`config.mk`:
```
export PLATFORM = sky130hd
export DESIGN_NAME = range_comparator
export DESIGN_NICKNAME = d
export VERILOG_FILES = /design/src/rtl/range_comparator_pkg.sv /design/src/rtl/range_comparator_cmp_core.sv /design/src/rtl/range_comparator.sv
export SDC_FILE = /design/constraint.sdc
export NUM_CORES = 1
export LEC_CHECK = 0
export CORE_MARGIN = 1
export CORE_UTILIZATION = 47
export DETAILED_ROUTE_END_ITERATION = 10
export PLACE_DENSITY = 0.82
export SLEW_MARGIN = 10
export SYNTH_ARGS = -nofsm -noshare
export SYNTH_HDL_FRONTEND = slang
export SYNTH_HIERARCHICAL = 1
export SYNTH_SLANG_ARGS = --single-unit
export TNS_END_PERCENT = 10
```
`constraint.sdc`:
```
create_clock -name clk -period 5 [get_ports clk]
set_clock_uncertainty 0.1 [all_clocks]
set_input_delay 0.75 -clock clk [delete_from_list [all_inputs] [get_ports clk]]
set_output_delay 0.75 -clock clk [all_outputs]
set_load 0.05 [all_outputs]
```
`src/rtl/range_comparator_pkg.sv`:
```
// range_comparator_pkg: shared constants for the range comparator
package range_comparator_pkg;
  localparam int VAL_W = 3;
  localparam int CNT_W_DEF = 8;
  localparam logic [1:0] MODE_GT = 2'b00;
  localparam logic [1:0] MODE_GE = 2'b01;
  localparam logic [1:0] MODE_LT = 2'b10;
  localparam logic [1:0] MODE_EQ = 2'b11;
endpackage

```
`src/rtl/range_comparator_cmp_core.sv`:
```
// cmp_core: unsigned 3-bit compare of value against thr selected by mode
module cmp_core
  import range_comparator_pkg::*;
(
  input  logic [VAL_W-1:0] value,
  input  logic [VAL_W-1:0] thr,
  input  logic [1:0]       mode,
  output logic             result
);
  always_comb
    result = mode == MODE_GT ? value >  thr :
             mode == MODE_GE ? value >= thr :
             mode == MODE_LT ? value <  thr :
                               value == thr;
endmodule

```
`src/rtl/range_comparator.sv`:
```
// range_comparator: registered 3-bit magnitude classifier with loadable threshold and hit counter
module range_comparator
  import range_comparator_pkg::*;
#(
  parameter logic [VAL_W-1:0] THRESHOLD = 3'd5,
  parameter int               CNT_W     = CNT_W_DEF
) (
  input  logic             clk,
  input  logic             rst,
  input  logic             in_valid,
  input  logic             x,
  input  logic             y,
  input  logic             z,
  input  logic [1:0]       mode,
  input  logic             thr_load,
  input  logic [VAL_W-1:0] thr_in,
  output logic             answer,
  output logic             out_valid,
  output logic [CNT_W-1:0] hit_count,
  output logic [VAL_W-1:0] thr
);
  logic result;
  cmp_core u_cmp (
    .value  ({x, y, z}),
    .thr    (thr),
    .mode   (mode),
    .result (result)
  );
  always_ff @(posedge clk)
    if (rst) begin
      answer    <= 1'b0;
      out_valid <= 1'b0;
      hit_count <= '0;
      thr       <= THRESHOLD;
    end else begin
      out_valid <= in_valid;
      if (in_valid) answer <= result;
      if (in_valid && result && !(&hit_count)) hit_count <= hit_count + CNT_W'(1);
      if (thr_load) thr <= thr_in;
    end
endmodule

```
==> metrics.txt, run 1 <==
outcome finished, final reports clean; critical path cell sequence clkdlybuf4s50_1 > inv_1 > ha_1 > and3_4 > a211oi_1 > a211o_1 > nand4_1 > a211oi_2 > mux2_4; CTS Buffer Depth 2; Reg area 260 µm²; WS Path Type in -> reg; Root Driver clkbuf_4; Pre-antenna DRT Iters 6; multi-input logic area 440 µm²; startpoint types primary input; first-pass GRT wire length 2710 µm; H-tree Lvls 1; Seq/Total Area, Yosys 35.3%; io pins 25; number of fill cells in the layout 114; CTS tree done; Post-Place Cells 116; die area 0.00173 mm²; die height 41.6 µm; Via density 5.75; critical path data required time 5.08 ns; GP Congestion 0.867; hpwl dp 1210 µm; CP arrival 2.87 ns; Design Area, Final 0.00101 mm²; core footprint 0.00138 mm²; setup TNS 0 ns; Hold Buf Count CTS 0; ratio of cells with drive above 1 in the final layout 11.4%; Yosys warning count 6; # Max-Cap Violations 0; relative slew slack 63.5%; Die Width 41.6 µm; Leak 0.374 nW; Finished Layout Cells 120; all-layer global routing usage 20.3%; highest clock rate 360 MHz; antenna cell count 0; Cell variety after synth 34; Slew Viols, Final 0; Routed WL 1590 µm; crit-path max FO 5; RSZ-0062 raised after global routing no; Mapped Area 738 µm²; Initial Utilization 53.4%; Worst Setup End Kind flip-flop; hold crit path type reg -> reg; Post CTS Setup Buffer Count 0; cells after synthesis 79; min Tclk post-route 2.78 ns; Fin. Hold Viols 0; Final Cycle Share 55.6%; post-cts sizing count 0; dpl cell area 982 µm²; CTS Buf Count 3; Clock Pin Slew Worst Setup and Hold Paths 0.09 ns; PortBufs 24; Synthesized Nets 95; initial antenna violation count 0; FP Rows 13; clk sink count 13; drt wl/cell 13.2 µm; Synth Register Bits 13; DRT iter0 DRCs 13; worst vdd ir 0.000118 V; Clock Latency Late Sink 0.29 ns; final core occ 73.0%; Slew @ Worst Pin 0.546 ns; vias in the first global route 637; Net count, final 122; pwr dens 232 mW/mm²; crit path max-delay cell type clkdlybuf4s50_1; DRC errors left 0; Avg Inst Size Synth 9.34 µm²; area delta synth->final 36.8%; largest net degree at the start of global routing 18; Routed Antenna Nets 0; vias 690; GR Overflow Total 0; count of final setup violators 0; delay of the slowest critical-path stage 0.45 ns
flip-flops by register name, summed over array words and instances, names as in the netlist:
register / count
answer: 1
thr: 3
out_valid: 1
hit_count: 8
routing by layer:
| layer | share of wire (%) | track usage [%] | vias up |
|---|---|---|---|
| li1 | - | - | 348 |
| met1 | 45 | 24.5 | 316 |
| met2 | 48 | 33.4 | 22 |
| met3 | 4.7 | 5.22 | 4 |
| met4 | 1.3 | 9.68 | 0 |
| met5 | 0 | 0 | - |
per-stage QoR:
| stage | hold WS (ns) | worst slack [ns] | total power, mW |
|---|---|---|---|
| 5_1_grt | 0.424 | 2.14 | 0.247 |
| 3_5_place_dp | 0.371 | 1.94 | 0.169 |
| 4_1_cts | 0.384 | 2.23 | 0.236 |
| 6_report | 0.385 | 2.22 | 0.234 |
| 3_3_place_gp | 0.361 | 1.98 | 0.168 |
| 2_1_floorplan | 0.594 | 2.48 | 0.147 |
worst max-delay path: cells and delay by family:
kind	cells	cell delay (ns)
AND/OR/NAND/NOR	2	0.35
adder cells (fa/ha/maj)	1	0.28
buffers and inverters	2	0.49
multiplexers	1	0.31
AO/OA/AOI/OAI	3	0.68
layout make-up:
cell class	count	share of cell area [%]
Sequential cell	13	25.8
Clock buffer	3	2.23
Clock inverter	1	0.496
Timing Repair Buffer	24	23.8
Tap cell	15	1.86
Multi-Input combinational cell	58	43.6
Inverter	6	2.23
final timing paths:
check / startpoint / end / slack [ns] / depth (start not counted)
min reg2reg: answer$_SDFFE_PP0P_ / answer$_SDFFE_PP0P_ / 0.38 / 2
max reg2reg: thr[2]$_SDFFE_PP1P_ / hit_count[3]$_SDFFE_PP0P_ / 2.72 / 8
max: z / hit_count[3]$_SDFFE_PP0P_ / 2.22 / 9
min: answer$_SDFFE_PP0P_ / answer$_SDFFE_PP0P_ / 0.38 / 2
layout by cell type, fill, tap and decap left out, types with 2 or more instances in the layout:
| cell | instances |
|---|---|
| nor3b_1 | 2 |
| a21oi_1 | 3 |
| nor2_1 | 4 |
| a211oi_1 | 4 |
| dfxtp_1 | 13 |
| nor2b_1 | 4 |
| o21ai_0 | 2 |
| clkbuf_4 | 3 |
| nand4_1 | 2 |
| nand2_1 | 2 |
| nor4_1 | 3 |
| a31oi_1 | 2 |
| clkdlybuf4s50_1 | 24 |
| inv_1 | 6 |
| ha_1 | 4 |
| a211o_1 | 3 |
| mux2_4 | 2 |
| mux2i_1 | 2 |
| nand2b_1 | 3 |
| and4_1 | 2 |
synthesized netlist by cell type:
cell type,instances,area [µm²]
and3_4,1,11.3
nor3_1,1,5.00
a211oi_1,4,30.0
clkbuf_1,1,3.75
nor3b_1,2,15.0
mux2_4,2,30.0
and2b_2,1,8.76
nand2_1,2,7.51
nor2b_1,4,25.0
a21oi_2,1,8.76
nor2_1,4,15.0
inv_1,6,22.5
and3_2,1,7.51
nor4_1,3,18.8
dfxtp_1,13,260
a41oi_1,1,8.76
ha_1,4,50.1
and4_4,1,11.3
o21bai_1,1,7.51
a211o_1,3,26.3
a31oi_1,2,12.5
a21oi_1,3,15.0
or2b_1,1,7.51
mux2i_1,2,20.0
nand2b_1,3,18.8
and2_0,1,6.26
a211oi_2,1,12.5
nand3_1,1,5.00
buf_6,1,11.3
nand4_1,2,12.5
nor4b_1,1,8.76
nand3b_1,1,7.51
and4_1,2,17.5
o21ai_0,2,10.0
power breakdown:
group / switching, mW / internal (mW) / total (mW)
Sequential: 0.00353 / 0.108 / 0.111
Combinational: 0.0295 / 0.0262 / 0.0557
Clock: 0.0375 / 0.0298 / 0.0673
kinds of logic (layout without fill, tap and decap cells):
kind of cell               after synthesis  count (layout)  synth area share (%)
DFF                                     13              13                  35.3
buffers and inverters                    8              34                  5.08
and+or+nand+nor                         32              32                  28.3
AOI/OAI and AO/OA                       18              18                  17.8
muxes                                    4               4                  6.78
adders and majority gates                4               4                  6.78
Note: power is estimated with default switching activity, not from simulation.
==> inputs of run 2 (changes only) <==
CORE_UTILIZATION = 39   (was 47)
PLACE_DENSITY = 0.73   (was 0.82)
clock period = 2.4 ns   (was 5 ns; I/O delays follow)
==> run 2 against run 1 <==
Effect of this change:
- design area increased by 6.4%
- die area increased by 19%
- non-clock buffer count increased by 3
- flip-flop and latch count unchanged
- sequential share of layout area decreased by 1.2 points
- clock power increased by 100%
- clock-buffer cell count unchanged
- cell count increased by 11%
- largest cell class unchanged
- critical path depth unchanged
==> metrics.txt, run 2 (synthesis gave the netlist of run 1 again) <==
Reg area 264 µm² (+1.4%); drt wl/cell 11.8 µm (-10%); Clock Pin Slew Worst Setup and Hold Paths 0.09 ns (about the same); die height 45.5 µm (+9.3%); critical path cell sequence clkdlybuf4s50_1 > inv_1 > ha_1 > and3_4 > a211oi_2 > a211o_1 > nand4_1 > a211oi_2 > mux2_4; Die Width 45.5 µm (+9.3%); PortBufs 24 (unchanged); worst slack, placed -0.240 ns (-2.18 ns); DRC errors left 0 (unchanged); min Tclk post-route 2.32 ns; outcome finished, final reports clean; area delta synth->final 45.6%; crit-path max FO 5 (unchanged); hold crit path type reg -> reg; all-layer global routing usage 16.3% (-4.1 points); multi-input logic area 467 µm² (+6.0%); CTS Buf Count 3 (unchanged); DRT iter0 DRCs 7 (-6); most frequent CP cell a211oi_2; most frequent cells in the layout 24 x clkdlybuf4s50_1, 10 x dfxtp_1, 6 x inv_1; Top Registers hit_count (8), thr (3); die area 0.00207 mm² (+19%); WS Path Type in -> reg; GP Congestion 0.837 (-3.5%); CTS tree done; CP arrival 2.40 ns (-0.47 ns); worst vdd ir 0.000241 V (+100%); Initial Utilization 42.3% (-11 points); Fin. Hold Viols 0 (unchanged); CTS Buffer Depth 2 (unchanged); PnR Total Power 0.488 mW (+110%); count of final setup violators 0 (unchanged); initial antenna violation count 0 (unchanged); Root Driver clkbuf_4; Pre-antenna DRT Iters 4 (-2); Net count, final 125 (+2.5%); Clock Latency Late Sink 0.28 ns (about the same); highest clock rate 430 MHz; vias in the first global route 591 (-7.2%); Worst Setup End Kind flip-flop; FP Rows 15 (+2); Hold Buf Count CTS 0 (unchanged); Routed Antenna Nets 0 (unchanged); # Max-Cap Violations 0 (unchanged); Top reg by flops hit_count; RSZ-0062 raised after global routing yes; Leak 0.388 nW (+3.8%); relative slew slack 66.7% (+3.2 points); core footprint 0.00175 mm² (+26%); Final Cycle Share 96.8%; first-pass GRT wire length 2420 µm (-11%); vias 692 (+0.29%); max FFs per register 8 (unchanged); GR Overflow Total 0 (unchanged); number of fill cells in the layout 163 (+43%); hpwl dp 1140 µm (-6.3%); startpoint types primary input; Routed WL 1570 µm (-0.69%); Via density 5.20 (-9.5%); pwr dens 454 mW/mm² (+96%); clk sink count 13 (unchanged); largest net degree at the start of global routing 17 (-1); ratio of cells with drive above 1 in the final layout 19.4% (+8.0 points); H-tree Lvls 1 (unchanged); io pins 25 (unchanged); Slew Viols, Final 0 (unchanged); setup slack after layout 0.0761 ns (-2.14 ns); Slew @ Worst Pin 0.497 ns (-0.0481 ns); critical path data required time 2.48 ns (-2.60 ns); delay of the slowest critical-path stage 0.46 ns (about the same); most common cell after layout, fill and taps aside clkdlybuf4s50_1; crit path max-delay cell type clkdlybuf4s50_1; antenna cell count 0 (unchanged)
==> run 2: cell count changes in the layout (fill, tap and decap cells not counted), sizes merged <==
cell and delta:
buf +3
==> run 2: cell type report <==
class,instances,area share (%)
clock buffer,3,2.10
clock inverter,1,0.466
inverter,6,2.10
multi-input combinational,58,43.4
sequential,13,24.6
tap,25,2.91
timing repair buffer,27,24.4
==> run 2: where the power goes <==
part / leakage, nW / internal [mW] / switching, mW
Combinational: 0.265 / 0.0585 / 0.0631
Clock: 0.0177 / 0.0617 / 0.0733
Sequential: 0.106 / 0.225 / 0.00677
==> run 2: worst max-delay path: cells and delay by family <==
kind / cells / cell delay (ns)
compound gates: 3 / 0.63
simple gates: 2 / 0.34
fa+ha+maj: 1 / 0.28
mux: 1 / 0.31
buf+inv: 2 / 0.50
==> run 2: metrics by stage <==
step                hold slack (ns)  instances  cell area, µm²  utilization (%)  setup TNS [ns]
global placement              0.361        129            1020             58.5          -0.838
finish                        0.376        133            1070             61.6               0
floorplan                     0.378         79             742                -               0
CTS                           0.375        133            1050             60.1               0
detailed placement            0.363        129            1020             58.5          -0.973
global route                  0.401        133            1070             61.6         -0.0178
==> run 2: what timing repair did <==
item,4_1_cts,5_1_grt
gates resized for setup,0,4
setup buffers,0,0
endpoints found under the setup margin,0,3
==> run 2: worst paths after layout <==
kind / start / endpoint / slack, ns / depth (start not counted)
min: answer$_SDFFE_PP0P_ / answer$_SDFFE_PP0P_ / 0.38 / 2
min reg2reg: answer$_SDFFE_PP0P_ / answer$_SDFFE_PP0P_ / 0.38 / 2
max reg2reg: thr[2]$_SDFFE_PP1P_ / hit_count[3]$_SDFFE_PP0P_ / 0.23 / 8
max: z / hit_count[3]$_SDFFE_PP0P_ / 0.08 / 9
==> run 2: per-layer routing <==
metal / GRT usage, % / up-vias / share of wire (%)
met5: 0 / - / 0
met2: 26.0 / 31 / 44
met3: 2.78 / 2 / 7.0
met4: 9.09 / 0 / 0.19
li1: - / 351 / -
met1: 20.4 / 308 / 49
==> inputs of run 3 (changes only) <==
SYNTH_HIERARCHICAL = default   (was 1)
==> run 3 against run 2 <==
Effect of this change:
- critical path depth is 1 lower
- worst hold slack improved by 0.036 ns
- combinational power grew 4%
- critical path type unchanged
- largest cell class unchanged
- highest routed layer unchanged
==> metrics.txt, run 3 <==
outcome finished, final reports clean; relative slew slack 66.9% (+0.12 points); area fraction of the dominant cell type after synthesis 35.5% (+0.24 points); Top FF cell, synth dfxtp_1; WS Path Type in -> reg; Top reg by flops hit_count; hold depth 2 (unchanged); FP Rows 15 (unchanged); Yosys warning count 0 (-6); Hold Crit Start thr[2]$_SDFFE_PP1P_; PnR Total Power 0.496 mW (+1.7%); critical path cell sequence clkdlybuf4s50_1 > ha_1 > a21oi_1 > o21ai_0 > a221oi_2 > buf_4 > and4bb_1 > mux2_4; Fin. Hold Viols 0 (unchanged); GR Overflow Total 0 (unchanged); Root Driver clkbuf_4; die area 0.00206 mm² (-0.64%); minimum hold slack 0.412 ns (+0.0363 ns); DRT iter0 DRCs 3 (-4); die height 45.4 µm (-0.32%); CTS Buf Count 3 (unchanged); largest net degree at the start of global routing 14 (-3); Avg Inst Size Synth 9.17 µm² (-1.9%); Slew @ Worst Pin 0.496 ns (-0.00178 ns); Routed WL 1510 µm (-4.1%); DRC errors left 0 (unchanged); Worst R2R Start thr[1]$_SDFFE_PP0P_; crit path max-delay cell type clkdlybuf4s50_1; pwr dens 481 mW/mm² (+6.0%); PortBufs 24 (unchanged); CTS tree done; Cell variety after synth 34 (unchanged); delay of the slowest critical-path stage 0.40 ns (-0.06 ns); min Tclk post-route 2.19 ns (-0.137 ns); io pins 25 (unchanged); Clock Latency Late Sink 0.28 ns (about the same); EDFF count, synth 0 (unchanged); post-cts sizing count 0 (unchanged); Leak 0.403 nW (+3.7%); Initial Utilization 42.0% (-0.29 points); count of final setup violators 0 (unchanged); Finished Layout Cells 132 (-0.75%); H-tree Lvls 1 (unchanged); vias in the first global route 599 (+1.4%); Synthesized Nets 96 (+1.1%); asr flop ratio synth 0% (unchanged); Yosys top cell by area dfxtp_1; most frequent cells in the layout 24 x clkdlybuf4s50_1, 13 x dfxtp_1, 8 x nand2_1; RSZ-0062 raised after global routing no; Pre-antenna DRT Iters 3 (-1); setup TNS 0 ns (unchanged); CTS Buffer Depth 2 (unchanged); Post CTS Setup Buffer Count 0 (unchanged); cells after synthesis 80 (+1.3%); Worst Setup End Kind flip-flop; most common cell in the synthesized netlist dfxtp_1; worst r2r path cells 8 (unchanged); all-layer global routing usage 17.1% (+0.85 points); Post-Place Cells 128 (-0.78%); critical path data required time 2.48 ns (about the same); Clock Pin Slew Worst Setup and Hold Paths 0.08 ns (about the same); number of fill cells in the layout 173 (+6.1%); first-pass GRT wire length 2500 µm (+3.1%); Seq/Total Area, Yosys 35.5% (+0.24 points); top post-synthesis cells by count 13 x dfxtp_1, 8 x nand2_1, 5 x nor2_1, 5 x nor2b_1; hpwl dp 1220 µm (+7.5%); Net count, final 124 (-0.80%); drt wl/cell 11.4 µm (-3.3%); hold crit path type reg -> reg; core footprint 0.00175 mm² (unchanged); antenna cell count 0 (unchanged); Synth Register Bits 13 (unchanged); # Max-Cap Violations 0 (unchanged); Final Cycle Share 91.1% (-5.7 points); worst vdd ir 0.000300 V (+25%); Routed Antenna Nets 0 (unchanged); R2R Setup Slk 0.32 ns (+0.09 ns); max FFs per register 8 (unchanged); startpoint types primary input; Top Registers hit_count (8), thr (3); most common cell after layout, fill and taps aside clkdlybuf4s50_1; Area contributors post-synth dfxtp_1 35%, ha_1 6.8%, and3_4 4.6%; Via density 5.21 (+0.18%); Die Width 45.4 µm (-0.32%); Hold Buf Count CTS 0 (unchanged); WHS Endpoint thr[2]$_SDFFE_PP1P_; reg-to-reg endpoint hit_count[3]$_SDFFE_PP0P_; Mapped Area 733 µm² (-0.68%); highest clock rate 457 MHz (+6.3%); CP arrival 2.26 ns (-0.14 ns); GP Congestion 0.781 (-6.7%); clk sink count 13 (unchanged); ratio of cells with drive above 1 in the final layout 10.3% (-9.2 points); crit-path max FO 6 (+1); Slew Viols, Final 0 (unchanged); area delta synth->final 40.6%; initial antenna violation count 0 (unchanged); vias 688 (-0.58%)
## run 3: cell count changes after synthesis, moves of 2 or more
cell,before,now
inv_1,6,4
a211o_1,3,0
nor4_1,3,0
nand2_1,2,8
and3_4,1,3
a211oi_1,4,1
nand2b_1,3,0
or3_1,0,2
mux2_1,0,2
## run 3: worst max-delay path by stage
stage | startpoint | end | slack, ns | cells after the start
final | x | hit_count[4]$_SDFFE_PP0P_ | 0.21 | 8
after global routing | x | hit_count[3]$_SDFFE_PP0P_ | 0.08 | 8
after CTS | x | hit_count[4]$_SDFFE_PP0P_ | 0.20 | 8
after detailed placement | x | hit_count[4]$_SDFFE_PP0P_ | -0.10 | 8
after global placement | x | hit_count[4]$_SDFFE_PP0P_ | -0.06 | 8
after floorplan | thr[1]$_SDFFE_PP0P_ | hit_count[0]$_SDFFE_PP0P_ | 0.08 | 8
## run 3: power by group
part,total [mW],internal (mW),switching (mW)
Sequential,0.230,0.224,0.00668
Clock,0.139,0.0645,0.0744
Combinational,0.127,0.0577,0.0692
Total,0.496,0.346,0.150
## run 3: critical path: cells and delay by family
family          cells  cell delay [ns]
compound gates      3             0.49
buf+inv             2             0.57
mux                 1             0.29
fa+ha+maj           1             0.35
simple gates        1             0.20
## run 3: area by class of cell
type / count / area [µm²] / area share, %
well taps: 25 / 31.3 / 3.03
clock buffers: 4 / 26.3 / 2.55
multi-input cells: 60 / 443 / 43.0
flip-flops and latches: 13 / 260 / 25.2
inverters: 4 / 15.0 / 1.46
repair buffers: 26 / 255 / 24.8
## run 3: stage by stage
step / area [µm²] / setup WS, ns / utilization [%]
3_3_place_gp: 1000 / -0.0604 / 57.6
3_5_place_dp: 1000 / -0.105 / 57.6
4_1_cts: 1030 / 0.199 / 59.1
6_report: 1030 / 0.213 / 59.1
5_1_grt: 1030 / 0.0803 / 59.1
2_1_floorplan: 733 / 0.0765 / -
## run 3: kinds of logic (layout without fill, tap and decap cells)
logic type	count (synthesis)	in the layout	share of synthesized area, %
flip-flops	13	13	35.5
multiplexers	6	6	9.21
AO/OA/AOI/OAI	16	16	15.0
buffers and inverters	7	34	4.09
adder cells (fa/ha/maj)	4	4	6.83
AND/OR/NAND/NOR	34	34	29.4
## run 3: per-layer routing
metal  part of all wire [%]  global-route usage, %  vias up
met4                    2.6                   9.09        0
li1                       -                      -      353
met1                     45                   20.0      321
met5                      0                      0        -
met2                     50                   29.0       10
met3                    1.6                   3.60        4
